**src/rtl/updown_pkg.sv**
```systemverilog
// Shared constants for the bounded up/down counter.
//   DIR_UP / DIR_DOWN    : encoding of the direction input
//   MODE_WRAP / MODE_SAT : encoding of the boundary-behaviour input
package updown_pkg;

    localparam logic DIR_UP    = 1'b0;
    localparam logic DIR_DOWN  = 1'b1;

    localparam logic MODE_WRAP = 1'b0;
    localparam logic MODE_SAT  = 1'b1;

endpackage : updown_pkg

```
**src/rtl/updown_next_calc.sv**
```systemverilog
// Combinational next-count calculation for the bounded up/down counter.
// Ports:
//   value      : current count
//   step       : magnitude added or subtracted
//   inst       : direction (DIR_UP / DIR_DOWN)
//   sat_mode   : MODE_WRAP / MODE_SAT
//   limit_lo   : inclusive lower bound
//   limit_hi   : inclusive upper bound
//   next_value : count to take if this cycle counts
//   hit_hi     : up-count crossed limit_hi
//   hit_lo     : down-count crossed limit_lo
module updown_next_calc
    import updown_pkg::*;
#(
    parameter int WIDTH = 32
) (
    input  logic [WIDTH-1:0] value,
    input  logic [WIDTH-1:0] step,
    input  logic             inst,
    input  logic             sat_mode,
    input  logic [WIDTH-1:0] limit_lo,
    input  logic [WIDTH-1:0] limit_hi,
    output logic [WIDTH-1:0] next_value,
    output logic             hit_hi,
    output logic             hit_lo
);

    logic [WIDTH:0] sum;
    logic [WIDTH:0] diff;
    logic           step_nz;

    // One extra bit keeps the carry/borrow visible to the bound compares.
    assign sum     = {1'b0, value} + {1'b0, step};
    assign diff    = {1'b0, value} - {1'b0, step};
    assign step_nz = (step != '0);

    // A zero step never counts as a boundary, even from an out-of-range load.
    assign hit_hi = (inst == DIR_UP) && step_nz && (sum > {1'b0, limit_hi});
    assign hit_lo = (inst == DIR_DOWN) && step_nz &&
                    (diff[WIDTH] || (diff < {1'b0, limit_lo}));

    always_comb begin
        next_value = value;
        if (inst == DIR_UP) begin
            if (hit_hi) begin
                next_value = (sat_mode == MODE_SAT) ? limit_hi : limit_lo;
            end else begin
                next_value = sum[WIDTH-1:0];
            end
        end else begin
            if (hit_lo) begin
                next_value = (sat_mode == MODE_SAT) ? limit_lo : limit_hi;
            end else begin
                next_value = diff[WIDTH-1:0];
            end
        end
    end

endmodule : updown_next_calc

```
**src/rtl/updown_counter_bounded.sv**
```systemverilog
// Bounded up/down counter with programmable step, parallel load,
// wrap-or-saturate boundary handling and boundary event pulses.
// Ports:
//   clock, reset        : rising-edge clock, synchronous active-high reset
//   enable, inst        : count enable, direction (0 up, 1 down)
//   step, sat_mode      : count magnitude, 0 wrap / 1 saturate
//   load, load_value    : parallel load strobe and data
//   limit_lo, limit_hi  : inclusive bounds
//   value               : registered count
//   at_min, at_max      : value sits on a bound
//   overflow, underflow : one-cycle registered boundary pulses
//   cfg_err             : limit_lo > limit_hi (counting suppressed)
module updown_counter_bounded
    import updown_pkg::*;
#(
    parameter int               WIDTH       = 32,
    parameter logic [WIDTH-1:0] RESET_VALUE = '0
) (
    input  logic             clock,
    input  logic             reset,
    input  logic             enable,
    input  logic             inst,
    input  logic [WIDTH-1:0] step,
    input  logic             sat_mode,
    input  logic             load,
    input  logic [WIDTH-1:0] load_value,
    input  logic [WIDTH-1:0] limit_lo,
    input  logic [WIDTH-1:0] limit_hi,
    output logic [WIDTH-1:0] value,
    output logic             at_min,
    output logic             at_max,
    output logic             overflow,
    output logic             underflow,
    output logic             cfg_err
);

    logic [WIDTH-1:0] value_q, value_d;
    logic             ovf_q, ovf_d;
    logic             unf_q, unf_d;
    logic [WIDTH-1:0] calc_value;
    logic             hit_hi, hit_lo;

    updown_next_calc #(.WIDTH(WIDTH)) u_next_calc (
        .value      (value_q),
        .step       (step),
        .inst       (inst),
        .sat_mode   (sat_mode),
        .limit_lo   (limit_lo),
        .limit_hi   (limit_hi),
        .next_value (calc_value),
        .hit_hi     (hit_hi),
        .hit_lo     (hit_lo)
    );

    assign cfg_err = (limit_lo > limit_hi);

    // Load beats counting; pulses are only raised by a qualifying count.
    always_comb begin
        value_d = value_q;
        ovf_d   = 1'b0;
        unf_d   = 1'b0;
        if (load) begin
            value_d = load_value;
        end else if (enable && !cfg_err) begin
            value_d = calc_value;
            ovf_d   = hit_hi;
            unf_d   = hit_lo;
        end
    end

    always_ff @(posedge clock) begin
        if (reset) begin
            value_q <= RESET_VALUE;
            ovf_q   <= 1'b0;
            unf_q   <= 1'b0;
        end else begin
            value_q <= value_d;
            ovf_q   <= ovf_d;
            unf_q   <= unf_d;
        end
    end

    assign value     = value_q;
    assign overflow  = ovf_q;
    assign underflow = unf_q;
    assign at_min    = (value_q == limit_lo);
    assign at_max    = (value_q == limit_hi);

endmodule : updown_counter_bounded

```
**config.mk**
```make
export PLATFORM = sky130hd
export DESIGN_NAME = updown_counter_bounded
export DESIGN_NICKNAME = d
export VERILOG_FILES = /design/src/rtl/updown_pkg.sv /design/src/rtl/updown_next_calc.sv /design/src/rtl/updown_counter_bounded.sv
export SDC_FILE = /design/constraint.sdc
export NUM_CORES = 1
export LEC_CHECK = 0
export ABC_AREA = 1
export BUFFER_PORTS_ARGS = -buffer_cell sky130_fd_sc_hd__buf_2
export CAP_MARGIN = 20
export CORE_UTILIZATION = 25
export CTS_CLUSTER_DIAMETER = 40
export DETAILED_ROUTE_END_ITERATION = 10
export PLACE_DENSITY = 0.4
export RECOVER_POWER = 100
export SLEW_MARGIN = 20
export SYNTH_ARGS = -nofsm -noshare
export SYNTH_HDL_FRONTEND = slang
export SYNTH_SLANG_ARGS = --single-unit
```
**constraint.sdc**
```tcl
create_clock -name clock -period 4.84 [get_ports clock]
set_input_delay 0.242 -clock clock [delete_from_list [all_inputs] [get_ports clock]]
set_output_delay 0.242 -clock clock [all_outputs]
set_load 0.01 [all_outputs]
```
==> results of run 1 <==
worst max-delay path: cells and delay by family (launching register included):
kind	cells	cell delay, ns
AND/OR/NAND/NOR	14	2.11
adder cells (fa/ha/maj)	2	0.80
buffers and inverters	3	0.55
AO/OA/AOI/OAI	3	0.48
flip-flops	1	0.34
XOR/XNOR	1	0.23
sequential cells by signal (all words and copies together), names as in the netlist:
signal / count
overflow: 1
underflow: 1
value: 32
cells in the final DEF (no fill, tap or decap), types with 3 or more instances in the layout:
cell type                     n
sky130_fd_sc_hd__buf_12       3
sky130_fd_sc_hd__nor2_1     160
sky130_fd_sc_hd__nand4_1     32
sky130_fd_sc_hd__a31oi_1      6
sky130_fd_sc_hd__nor4_1      13
sky130_fd_sc_hd__buf_2      162
sky130_fd_sc_hd__buf_4       39
sky130_fd_sc_hd__nand3_2      3
sky130_fd_sc_hd__a221oi_1     8
sky130_fd_sc_hd__o21a_1       4
sky130_fd_sc_hd__inv_2       16
sky130_fd_sc_hd__xnor2_1     23
sky130_fd_sc_hd__o21ai_0    133
sky130_fd_sc_hd__ha_1       157
sky130_fd_sc_hd__o211ai_1     3
sky130_fd_sc_hd__clkbuf_16    5
sky130_fd_sc_hd__o21bai_1     6
sky130_fd_sc_hd__o21ai_1     21
sky130_fd_sc_hd__nand3_1    101
sky130_fd_sc_hd__a21boi_0     5
sky130_fd_sc_hd__a21o_1       7
sky130_fd_sc_hd__nand2_4      6
sky130_fd_sc_hd__nor2_2       7
sky130_fd_sc_hd__inv_1      241
sky130_fd_sc_hd__clkbuf_1    30
sky130_fd_sc_hd__nand2_2     11
sky130_fd_sc_hd__xor2_1      69
sky130_fd_sc_hd__a21oi_2     13
sky130_fd_sc_hd__nor3_1      20
sky130_fd_sc_hd__nand2_1    516
sky130_fd_sc_hd__o22ai_1      5
sky130_fd_sc_hd__a21oi_1    150
sky130_fd_sc_hd__a211oi_1     5
sky130_fd_sc_hd__dfxtp_1     33
timing repair:
action | CTS | global route
hold endpoints to repair | 0 | 0
buffers inserted | 0 | 1
hold buffers | 0 | 0
gates resized for setup | 0 | 12
endpoints found under the setup margin | 0 | 32
metrics by stage:
step	setup WS [ns]	cells	utilization (%)	cell area [um2]
2_1_floorplan	1.06	1867	-	10600
5_1_grt	0.00361	2578	29.5	12400
3_3_place_gp	0.126	2570	29.3	12300
4_1_cts	0.112	2577	29.6	12400
6_report	0.165	2578	29.5	12400
3_5_place_dp	0.138	2570	29.3	12300
how the worst max path moves through the flow:
stage	cells after the start	slack (ns)	to	start
after floorplan	30	1.06	value[9]	value[0]
after global placement	24	0.13	value[19]	value[6]
after detailed placement	24	0.14	value[19]	value[6]
after CTS	24	0.11	value[19]	value[6]
after global routing	29	0.004	value[14]	value[3]
final	23	0.16	value[19]	value[7]
kinds of logic (layout without fill, tap and decap cells):
logic type	Yosys count	count (layout)	share of synthesized area, %
AND/OR/NAND/NOR	880	880	34.9
buffers and inverters	327	499	12.7
AO/OA/AOI/OAI	372	372	19.2
flip-flops	34	34	6.41
adder cells (fa/ha/maj)	161	161	19.1
XOR/XNOR	93	93	7.67
power by group:
part	internal (mW)	switching (mW)
clock	0.190	0.185
sequential	0.311	0.0402
combinational	0.778	1.63
per-layer routing:
| metal | part of all wire (%) | GRT usage (%) |
|---|---|---|
| met4 | 2.9 | 8.10 |
| met3 | 4.9 | 2.46 |
| met1 | 47 | 36.2 |
| met5 | 0.022 | 0 |
| met2 | 46 | 43.8 |
cell type report:
cell class                 instances  area (um2)
clock buffer                       7         133
fill                            4879       29600
inverter                         259         975
multi-input combinational       1506        8640
sequential                        34         682
tap                              539         674
timing repair buffer             233        1270
==> flow_summary.rst, run 1 <==
.. list-table::
   :header-rows: 1

   * - Metric
     - Value
   * - Crit path cell chain
     - ha_1 -> nor2_1 -> nand2_1 -> inv_1 -> nand4_1 -> nand3_1 -> buf_4 -> nand2_1 -> o211ai_1 -> xor2_1 -> ha_1 -> nand2_1 -> nor3_1 -> nand4_1 -> o21ai_2 -> nor2_4 -> nand2_4 -> buf_12 -> nand2_1 -> nand3_1 -> nand3_1 -> nand2_1 -> a21oi_1
   * - Cell types with the largest area share after synthesis
     - sky130_fd_sc_hd__ha_1, sky130_fd_sc_hd__nand2_1, sky130_fd_sc_hd__inv_1
   * - Worst Setup Start Kind
     - flip-flop
   * - Count of pins over their slew limit
     - 0
   * - Post-route DRC
     - 0
   * - Highest net fanout along the worst path
     - 29
   * - Via/cell ratio
     - about 5.1
   * - Area Overhead vs Synth
     - 16.5%
   * - First-pass GRT wire length
     - between 80000 and 90000 um
   * - Net count of the mapped netlist
     - ~2200
   * - Class of the tightest hold or removal check
     - in -> reg
   * - Worst reg2reg path depth
     - 23
   * - Transition time at the pin with the least slew margin
     - 1.01 ns
   * - Count of port buffers added during placement
     - 170
   * - Diodes inserted
     - 0
   * - Worst Path Arrival
     - slightly below 5 ns
   * - Endpoint class of the critical path
     - flip-flop
   * - DRT iter0 DRCs
     - ~960
   * - Reported leakage power
     - approximately 6.7 nW
   * - Critical path's slowest cell
     - sky130_fd_sc_hd__ha_1
   * - Count of clock tree sinks
     - 34
   * - Shortest period the worst path allows
     - 4.68 ns
   * - Std-Cell Core Area
     - 0.0419 mm2
   * - Worst hold slack across all endpoints
     - 0.198 ns
   * - Number of search-and-repair iterations in the first detailed-routing pass
     - 5
   * - Largest net degree at the start of global routing
     - 82
   * - Netlist cell types
     - 51
   * - DP Wirelength
     - roughly 49000 um
   * - Gate Count Post-Synth
     - about 1900
   * - Final hold viol count
     - 0
   * - Io pins
     - about 170
   * - Reg2Reg Capture Point
     - value[19]
   * - Global-route usage over all layers
     - 26.5%
   * - Wirelength per Cell
     - 22.5 um
   * - Initial antenna violation count
     - 4
   * - Site row count
     - 75
   * - Result of the run
     - completed
   * - Final Total Pwr
     - ~3.1 mW
   * - Synthesized area per cell
     - about 5.7 um2
   * - Overall routed net length
     - 57900 um
   * - Post-detailed-route count of antenna-violating nets
     - 0
   * - Number of synthesized flops with an enable pin
     - 0
   * - Reg clk slew, reported paths
     - ~0.070 ns
   * - CTS tree
     - done
   * - Portion of synthesized cell area occupied by the leading cell type
     - around a fifth
   * - Cell depth of the worst min-delay path
     - 3
   * - Flip-flop and latch count after synthesis
     - 34
   * - Hold EP
     - value[3]
   * - Post-layout nets
     - 2334
   * - Dominant cell by count in the synthesized netlist
     - sky130_fd_sc_hd__nand2_1
   * - Clock insertion delay at the later pin of the skew report
     - 0.33 ns
   * - Level count of the clock H-tree
     - 2
   * - Maximum buffer depth of the clock tree
     - 2
   * - Die extent in x
     - around 210 um
   * - Effective utilization at floorplan
     - ~25%
   * - Cell Area, Synth
     - roughly 0.011 mm2
   * - Clock skew
     - 0.0142 ns
   * - Y dimension of the die
     - 208 um
   * - DIE AREA
     - approximately 0.043 mm2
   * - Worst VDD drop
     - between 100 and 150 uV
   * - Sequential fraction of the synthesis area
     - approximately 6.4%
   * - Worst reg-to-reg setup slack
     - between 0.15 and 0.2 ns
   * - Clock root buffer
     - sky130_fd_sc_hd__clkbuf_16
   * - Setup TNS
     - 0 ns
   * - Most instantiated cells after synthesis
     - sky130_fd_sc_hd__nand2_1, sky130_fd_sc_hd__inv_1, sky130_fd_sc_hd__nor2_1, sky130_fd_sc_hd__ha_1, sky130_fd_sc_hd__a21oi_1
   * - Largest area contributor in the synthesized netlist
     - sky130_fd_sc_hd__ha_1
   * - Startpoint of the lowest-slack register-to-register path
     - value[7]
   * - Post-synth ARST share
     - 0%
   * - Ys flop type
     - sky130_fd_sc_hd__dfxtp_1
   * - Remaining global-route overflow
     - 0
   * - Power per Cell Area
     - around 250 mW/mm2
   * - Count of yosys warnings during synthesis
     - 0
   * - Startpoint of the worst hold path
     - load_value[3]
   * - Worst slew slack as a fraction of its limit
     - 32.8%
   * - Dominant cell type by count on the critical path
     - sky130_fd_sc_hd__nand2_1
   * - Critical path type
     - reg -> reg
   * - Clock buffer count from CTS
     - 5
   * - Number of vias in the routed layout
     - around 13000
   * - Period Utilization, post-route
     - a little over nine tenths
   * - Via count of the first global-routing pass
     - approximately 13000
   * - Final RePlAce weighted congestion
     - just under 1
   * - Share of post-route cells with drive strength above 1
     - between 10% and 20%
   * - Max capacitance violation total
     - 0
   * - FMAX
     - about 210 MHz
   * - Required time reported for the critical path endpoint
     - between 5 and 6 ns
   * - Crit-path max cell delay
     - between 0.4 and 0.5 ns
   * - Setup repair after global routing missed its margin
     - false
   * - Finish-stage setup viols
     - 0
Note: power is estimated with default switching activity, not from simulation.
==> run 2, diff against run 1 <==
--- a/config.mk
+++ b/config.mk
@@ -8,10 +8,9 @@
 export ABC_AREA = 1
 export BUFFER_PORTS_ARGS = -buffer_cell sky130_fd_sc_hd__buf_2
 export CAP_MARGIN = 20
-export CORE_UTILIZATION = 25
+export CORE_UTILIZATION = 30
 export CTS_CLUSTER_DIAMETER = 40
 export DETAILED_ROUTE_END_ITERATION = 10
-export PLACE_DENSITY = 0.4
 export RECOVER_POWER = 100
 export SLEW_MARGIN = 20
 export SYNTH_ARGS = -nofsm -noshare
==> constraint.sdc (replaced) <==
create_clock -name clock -period 3.9 [get_ports clock]
set_input_delay 0.195 -clock clock [delete_from_list [all_inputs] [get_ports clock]]
set_output_delay 0.195 -clock clock [all_outputs]
set_load 0.01 [all_outputs]
==> flow_summary.rst, run 2 (synthesized netlist as in run 1, its figures left out) <==
.. list-table::
   :header-rows: 1

   * - Metric
     - Value
   * - Initial antenna violation count
     - 1 (-3)
   * - Count of port buffers added during placement
     - 170 (unchanged)
   * - Most frequent standard cell in the layout excluding fill and tap cells
     - sky130_fd_sc_hd__nand2_1
   * - Finish-stage setup viols
     - 32 (+32)
   * - Via/cell ratio
     - 5.11 (+1.2%)
   * - Highest net fanout along the worst path
     - 8 (-72%)
   * - Crit-path max cell delay
     - 0.36 ns (-0.12 ns)
   * - Diodes inserted
     - 0 (unchanged)
   * - Setup repair after global routing missed its margin
     - true
   * - Final RePlAce weighted congestion
     - 1.00 (+3.5%)
   * - Reported leakage power
     - 8.54 nW (+28%)
   * - Combined area of the multi-input logic cells
     - 0.00987 mm2 (+14%)
   * - Flip-flop count of the largest register, all copies and words added
     - 32 (unchanged)
   * - Hold EP
     - value[6]
   * - Setup slack at placement
     - -0.866 ns (-1.00 ns)
   * - Maximum buffer depth of the clock tree
     - 2 (unchanged)
   * - DIE AREA
     - 0.0362 mm2 (-17%)
   * - Site row count
     - 68 (-9.3%)
   * - Number of vias in the routed layout
     - 14400 (+10%)
   * - Filler cells
     - 3757 (-23%)
   * - Io pins
     - 171 (unchanged)
   * - Die extent in x
     - 190 um (-8.6%)
   * - Failing checks
     - negative setup slack
   * - First-pass GRT wire length
     - 82400 um (-2.2%)
   * - Result of the run
     - complete, but fails checks
   * - Clock buffer count from CTS
     - 5 (unchanged)
   * - Final setup slack of the worst path
     - -0.234 ns (-0.398 ns)
   * - Dominant cell type by count on the critical path
     - sky130_fd_sc_hd__nand2_1
   * - Clock insertion delay at the later pin of the skew report
     - 0.32 ns (about the same)
   * - Critical path's slowest cell
     - sky130_fd_sc_hd__dfxtp_4
   * - Transition time at the pin with the least slew margin
     - 0.931 ns (-0.0764 ns)
   * - Max capacitance violation total
     - 0 (unchanged)
   * - Clock root buffer
     - sky130_fd_sc_hd__clkbuf_16
   * - Effective utilization at floorplan
     - 30.6% (+5.3 points)
   * - Startpoint of the worst hold path
     - load_value[6]
   * - Std-Cell Core Area
     - 0.0347 mm2 (-17%)
   * - Clock group share of total power
     - 9.2% (-2.8 points)
   * - Share of post-route cells with drive strength above 1
     - 35.2% (+22 points)
   * - Final Total Pwr
     - 5.16 mW (+65%)
   * - Register area
     - 721 um2 (+5.7%)
   * - Switching power share of the total
     - 51.7% (-7.5 points)
   * - Post-detailed-route count of antenna-violating nets
     - 0 (unchanged)
   * - Sequential cell fraction of total power
     - 8.7% (-2.5 points)
   * - Reg clk slew, reported paths
     - 0.07 ns (about the same)
   * - Y dimension of the die
     - 190 um (-8.6%)
   * - Commonest cells after routing, fill and taps aside
     - sky130_fd_sc_hd__nand2_1, sky130_fd_sc_hd__buf_4, sky130_fd_sc_hd__inv_1
   * - Count of pins over their slew limit
     - 0 (unchanged)
   * - Final hold viol count
     - 0 (unchanged)
   * - Worst Setup Start Kind
     - flip-flop
   * - Net switching power figure
     - 2.67 mW (+44%)
   * - Power per Cell Area
     - 319 mW/mm2 (+26%)
   * - Cell depth of the worst min-delay path
     - 3 (unchanged)
   * - Wirelength per Cell
     - 20.2 um (-9.9%)
   * - Critical path type
     - reg -> reg
   * - Total internal power
     - 2.49 mW (+95%)
   * - Level count of the clock H-tree
     - 2 (unchanged)
   * - Period Utilization, post-route
     - 106% (+9.4 points)
   * - Reg2Reg Capture Point
     - value[1]
   * - Hold bufs inserted after CTS
     - 0 (unchanged)
   * - Post-layout nets
     - 2646 (+13%)
   * - Count of clock tree sinks
     - 34 (unchanged)
   * - Final standard cell utilization of the core
     - 46.7% (+17 points)
   * - Worst reg-to-reg setup slack
     - -0.23 ns (-0.40 ns)
   * - Number of search-and-repair iterations in the first detailed-routing pass
     - 5 (unchanged)
   * - Clock skew
     - 0.0127 ns (-0.00151 ns)
   * - Logic pwr share
     - 82.1% (+5.3 points)
   * - Via count of the first global-routing pass
     - 13700 (+7.9%)
   * - Global-route usage over all layers
     - 30.6% (+4.2 points)
   * - Post-route DRC
     - 0 (unchanged)
   * - FMAX
     - 242 MHz (+13%)
   * - Worst reg2reg path depth
     - 31 (+35%)
   * - DP Wirelength
     - 46600 um (-4.7%)
   * - Worst Path Arrival
     - 4.34 ns (-0.54 ns)
   * - Startpoint of the lowest-slack register-to-register path
     - value[8]
   * - CTS tree
     - done
   * - Endpoint class of the critical path
     - flip-flop
   * - Shortest period the worst path allows
     - 4.13 ns (-0.542 ns)
   * - Remaining global-route overflow
     - 0 (unchanged)
   * - Area Overhead vs Synth
     - 52.5%
   * - Class of the tightest hold or removal check
     - in -> reg
   * - Required time reported for the critical path endpoint
     - 4.11 ns (-0.93 ns)
   * - Largest net degree at the start of global routing
     - 94 (+15%)
   * - Overall routed net length
     - 56800 um (-1.8%)
   * - DRT iter0 DRCs
     - 1334 (+40%)
   * - Worst slew slack as a fraction of its limit
     - 37.5% (+4.7 points)
   * - Worst VDD drop
     - 178 uV (+76%)
## run 2: what timing repair did
item | CTS | global route
endpoints found under the setup margin | 33 | 34
pin swaps | 59 | 86
gates cloned | 2 | 2
gates resized for setup | 198 | 137
hold endpoints to repair | 0 | 0
setup buffers | 18 | 25
## run 2: worst max-delay path by stage
| stage | startpoint | to | slack, ns |
|---|---|---|---|
| after floorplan | value[0] | value[9] | 0.12 |
| after global placement | value[0] | value[26] | -0.87 |
| after detailed placement | value[0] | value[1] | -0.87 |
| after CTS | value[0] | value[1] | -0.07 |
| after global routing | value[0] | value[6] | -0.37 |
| final | value[8] | value[1] | -0.23 |
## run 2: per-layer routing
layer / global-route usage, % / wire length, um / vias to the layer above
li1: - / - / 7054
met1: 40.4 / 24700 / 6597
met2: 50.0 / 25600 / 590
met3: 3.63 / 3920 / 113
met4: 13.3 / 2580 / 2
met5: 0 / 13 / -
## run 2: power groups by stage
| stage | logic [mW] | registers [mW] | clock network [mW] |
|---|---|---|---|
| floorplan | 1.80 | 0.470 | 0 |
| global placement | 3.51 | 0.441 | 0 |
| detailed placement | 3.52 | 0.439 | 0 |
| CTS | 3.89 | 0.445 | 0.478 |
| global route | 4.57 | 0.452 | 0.483 |
| finish | 4.24 | 0.450 | 0.474 |
## run 2: metrics by stage
step	area [um2]	cells	TNS (ns)	hold slack (ns)
floorplan	10600	1867	0	0.366
global placement	14200	2752	-23.64	0.484
detailed placement	14200	2752	-22.95	0.494
CTS	15400	2780	-0.725	0.155
global route	16200	2807	-10.09	0.187
finish	16200	2807	-3.16	0.161
## run 2: layout make-up
cell class	instances	area share (%)
Multi-Input combinational cell	1507	61.0
Timing Repair Buffer	544	24.1
Inverter	259	6.05
Sequential cell	34	4.45
Tap cell	455	3.51
Clock buffer	6	0.857
Clock inverter	2	0.0772
## run 2: critical path, delay by kind of cell, from the launching register on
kind	cells	cell delay (ns)
simple gates	13	1.07
fa+ha+maj	2	0.52
compound gates	7	1.08
buf+inv	8	0.83
xor+xnor	1	0.15
flops	1	0.36
==> run 3, diff against run 2 <==
--- a/config.mk
+++ b/config.mk
@@ -6,11 +6,11 @@
 export NUM_CORES = 1
 export LEC_CHECK = 0
 export ABC_AREA = 1
-export BUFFER_PORTS_ARGS = -buffer_cell sky130_fd_sc_hd__buf_2
 export CAP_MARGIN = 20
-export CORE_UTILIZATION = 30
+export CORE_UTILIZATION = 40
 export CTS_CLUSTER_DIAMETER = 40
 export DETAILED_ROUTE_END_ITERATION = 10
+export DONT_BUFFER_PORTS = 1
 export RECOVER_POWER = 100
 export SLEW_MARGIN = 20
 export SYNTH_ARGS = -nofsm -noshare
==> flow_summary.rst, run 3 (synthesized netlist as in run 1, its figures left out) <==
.. list-table::
   :header-rows: 1

   * - Metric
     - Value
   * - Diodes inserted
     - 0 (unchanged)
   * - Worst VDD drop
     - 217 uV (+22%)
   * - Largest net degree at the start of global routing
     - 129 (+37%)
   * - Area Overhead vs Synth
     - 45.1%
   * - Transition time at the pin with the least slew margin
     - 1.10 ns (+0.166 ns)
   * - Final standard cell utilization of the core
     - 59.2% (+13 points)
   * - Share of post-route cells with drive strength above 1
     - 31.0% (-4.2 points)
   * - Reg clk slew, reported paths
     - 0.07 ns (about the same)
   * - Number of vias in the routed layout
     - 14000 (-2.7%)
   * - Y dimension of the die
     - 165 um (-13%)
   * - Count of port buffers added during placement
     - 0 (-100%)
   * - Finish-stage setup viols
     - 33 (+3.1%)
   * - Commonest cells after routing, fill and taps aside
     - sky130_fd_sc_hd__nand2_1, sky130_fd_sc_hd__buf_4, sky130_fd_sc_hd__inv_1
   * - Power per Cell Area
     - 336 mW/mm2 (+5.4%)
   * - Post-route DRC
     - 0 (unchanged)
   * - Most frequent standard cell in the layout excluding fill and tap cells
     - sky130_fd_sc_hd__nand2_1
   * - Crit-path max cell delay
     - 0.36 ns (about the same)
   * - CTS tree
     - done
   * - Required time reported for the critical path endpoint
     - 4.11 ns (about the same)
   * - Shortest period the worst path allows
     - 4.18 ns (+0.0509 ns)
   * - Io pins
     - 171 (unchanged)
   * - Result of the run
     - complete, but fails checks
   * - Site row count
     - 59 (-13%)
   * - Critical path's slowest cell
     - sky130_fd_sc_hd__fa_2
   * - Die extent in x
     - 165 um (-13%)
   * - Worst Path Arrival
     - 4.40 ns (+0.06 ns)
   * - Maximum buffer depth of the clock tree
     - 2 (unchanged)
   * - Class of the tightest hold or removal check
     - in -> reg
   * - Worst reg2reg path depth
     - 30 (-3.2%)
   * - Max capacitance violation total
     - 0 (unchanged)
   * - Final hold viol count
     - 0 (unchanged)
   * - First-pass GRT wire length
     - 78600 um (-4.6%)
   * - Worst reg-to-reg setup slack
     - -0.28 ns (-0.05 ns)
   * - DIE AREA
     - 0.0272 mm2 (-25%)
   * - Flip-flop count of the largest register, all copies and words added
     - 32 (unchanged)
   * - Filler cells
     - 2639 (-30%)
   * - Critical path type
     - reg -> reg
   * - DP Wirelength
     - 44000 um (-5.5%)
   * - Failing checks
     - negative setup slack
   * - Post-layout nets
     - 2450 (-7.4%)
   * - DRT iter0 DRCs
     - 1234 (-7.5%)
   * - Clock buffer count from CTS
     - 5 (unchanged)
   * - Via count of the first global-routing pass
     - 13000 (-5.1%)
   * - Endpoint class of the critical path
     - flip-flop
   * - Final setup slack of the worst path
     - -0.285 ns (-0.0509 ns)
   * - Worst Setup Start Kind
     - flip-flop
   * - FMAX
     - 239 MHz (-1.2%)
   * - Overall routed net length
     - 56500 um (-0.54%)
   * - Remaining global-route overflow
     - 0 (unchanged)
   * - Count of pins over their slew limit
     - 0 (unchanged)
   * - Global-route usage over all layers
     - 39.5% (+8.9 points)
   * - Highest net fanout along the worst path
     - 8 (unchanged)
   * - Dominant cell type by count on the critical path
     - sky130_fd_sc_hd__nand2_1
   * - Via/cell ratio
     - 5.61 (+9.7%)
   * - Number of search-and-repair iterations in the first detailed-routing pass
     - 7 (+2)
   * - Clock insertion delay at the later pin of the skew report
     - 0.30 ns (-0.02 ns)
   * - Initial antenna violation count
     - 1 (unchanged)
   * - Setup TNS
     - -6.90 ns (-3.74 ns)
   * - Effective utilization at floorplan
     - 40.8% (+10 points)
   * - Period Utilization, post-route
     - 107% (+1.3 points)
   * - Post-detailed-route count of antenna-violating nets
     - 0 (unchanged)
   * - Level count of the clock H-tree
     - 2 (unchanged)
   * - Setup repair after global routing missed its margin
     - true
   * - Wirelength per Cell
     - 22.7 um (+12%)
   * - Final RePlAce weighted congestion
     - 0.979 (-2.3%)
   * - Count of clock tree sinks
     - 34 (unchanged)
   * - Reported leakage power
     - 7.80 nW (-8.7%)
   * - Std-Cell Core Area
     - 0.0261 mm2 (-25%)
   * - Cell depth of the worst min-delay path
     - 2 (-1)
   * - Clock root buffer
     - sky130_fd_sc_hd__clkbuf_16
   * - Clock skew
     - 0.0148 ns (+0.00208 ns)
   * - Worst slew slack as a fraction of its limit
     - 26.7% (-11 points)
   * - Final Total Pwr
     - 5.18 mW (+0.33%)
[run 3: layout make-up]
class,instances,area [um2],share of cell area (%)
Multi-Input combinational cell,1506,10100,65.7
Tap cell,335,419,2.72
Clock buffer,7,133,0.860
Sequential cell,34,737,4.78
Timing Repair Buffer,349,3010,19.5
Inverter,259,992,6.44
[run 3: through the flow]
step	std cells	instance area, um2	hold slack [ns]	worst slack [ns]
floorplan	1867	10600	0.366	0.119
global placement	2426	12900	0.267	-0.634
detailed placement	2426	12900	0.269	-0.601
CTS	2456	14100	0.0904	-0.103
global route	2490	15400	0.107	-0.427
finish	2490	15400	0.0862	-0.285
[run 3: path summary, 6_finish.rpt]
| kind | end | from |
|---|---|---|
| setup reg to reg | value[1] | value[0] |
| hold / removal | value[10] | load_value[10] |
| hold reg to reg | value[24] | value[24] |
| setup / recovery | value[1] | value[0] |
[run 3: report_power, final]
group	switching, mW	internal (mW)
Combinational	2.37	1.91
Clock	0.207	0.236
Sequential	0.0662	0.391
Total	2.64	2.54
[run 3: critical path, delay by kind of cell, from the launching register on]
family | cells | cell delay, ns
AOI/OAI and AO/OA | 3 | 0.48
xor gates and xnor gates | 1 | 0.17
adders and majority gates | 3 | 0.75
buffers and inverters | 4 | 0.50
DFF | 1 | 0.35
and+or+nand+nor | 19 | 1.85
[run 3: what timing repair did]
action	CTS	global route
hold buffers	2	0
gates cloned	2	7
pin swaps	63	113
setup buffers	19	29
setup endpoints to repair	34	34
endpoints found under the hold margin	16	0
resized for setup	173	217
[run 3: metal layers]
layer	global-route usage, %	up-vias	wire, um
met5	0	-	12
met4	12.9	2	2230
met3	9.77	135	5390
met2	65.3	718	25700
met1	49.9	6469	23200
li1	-	6650	-
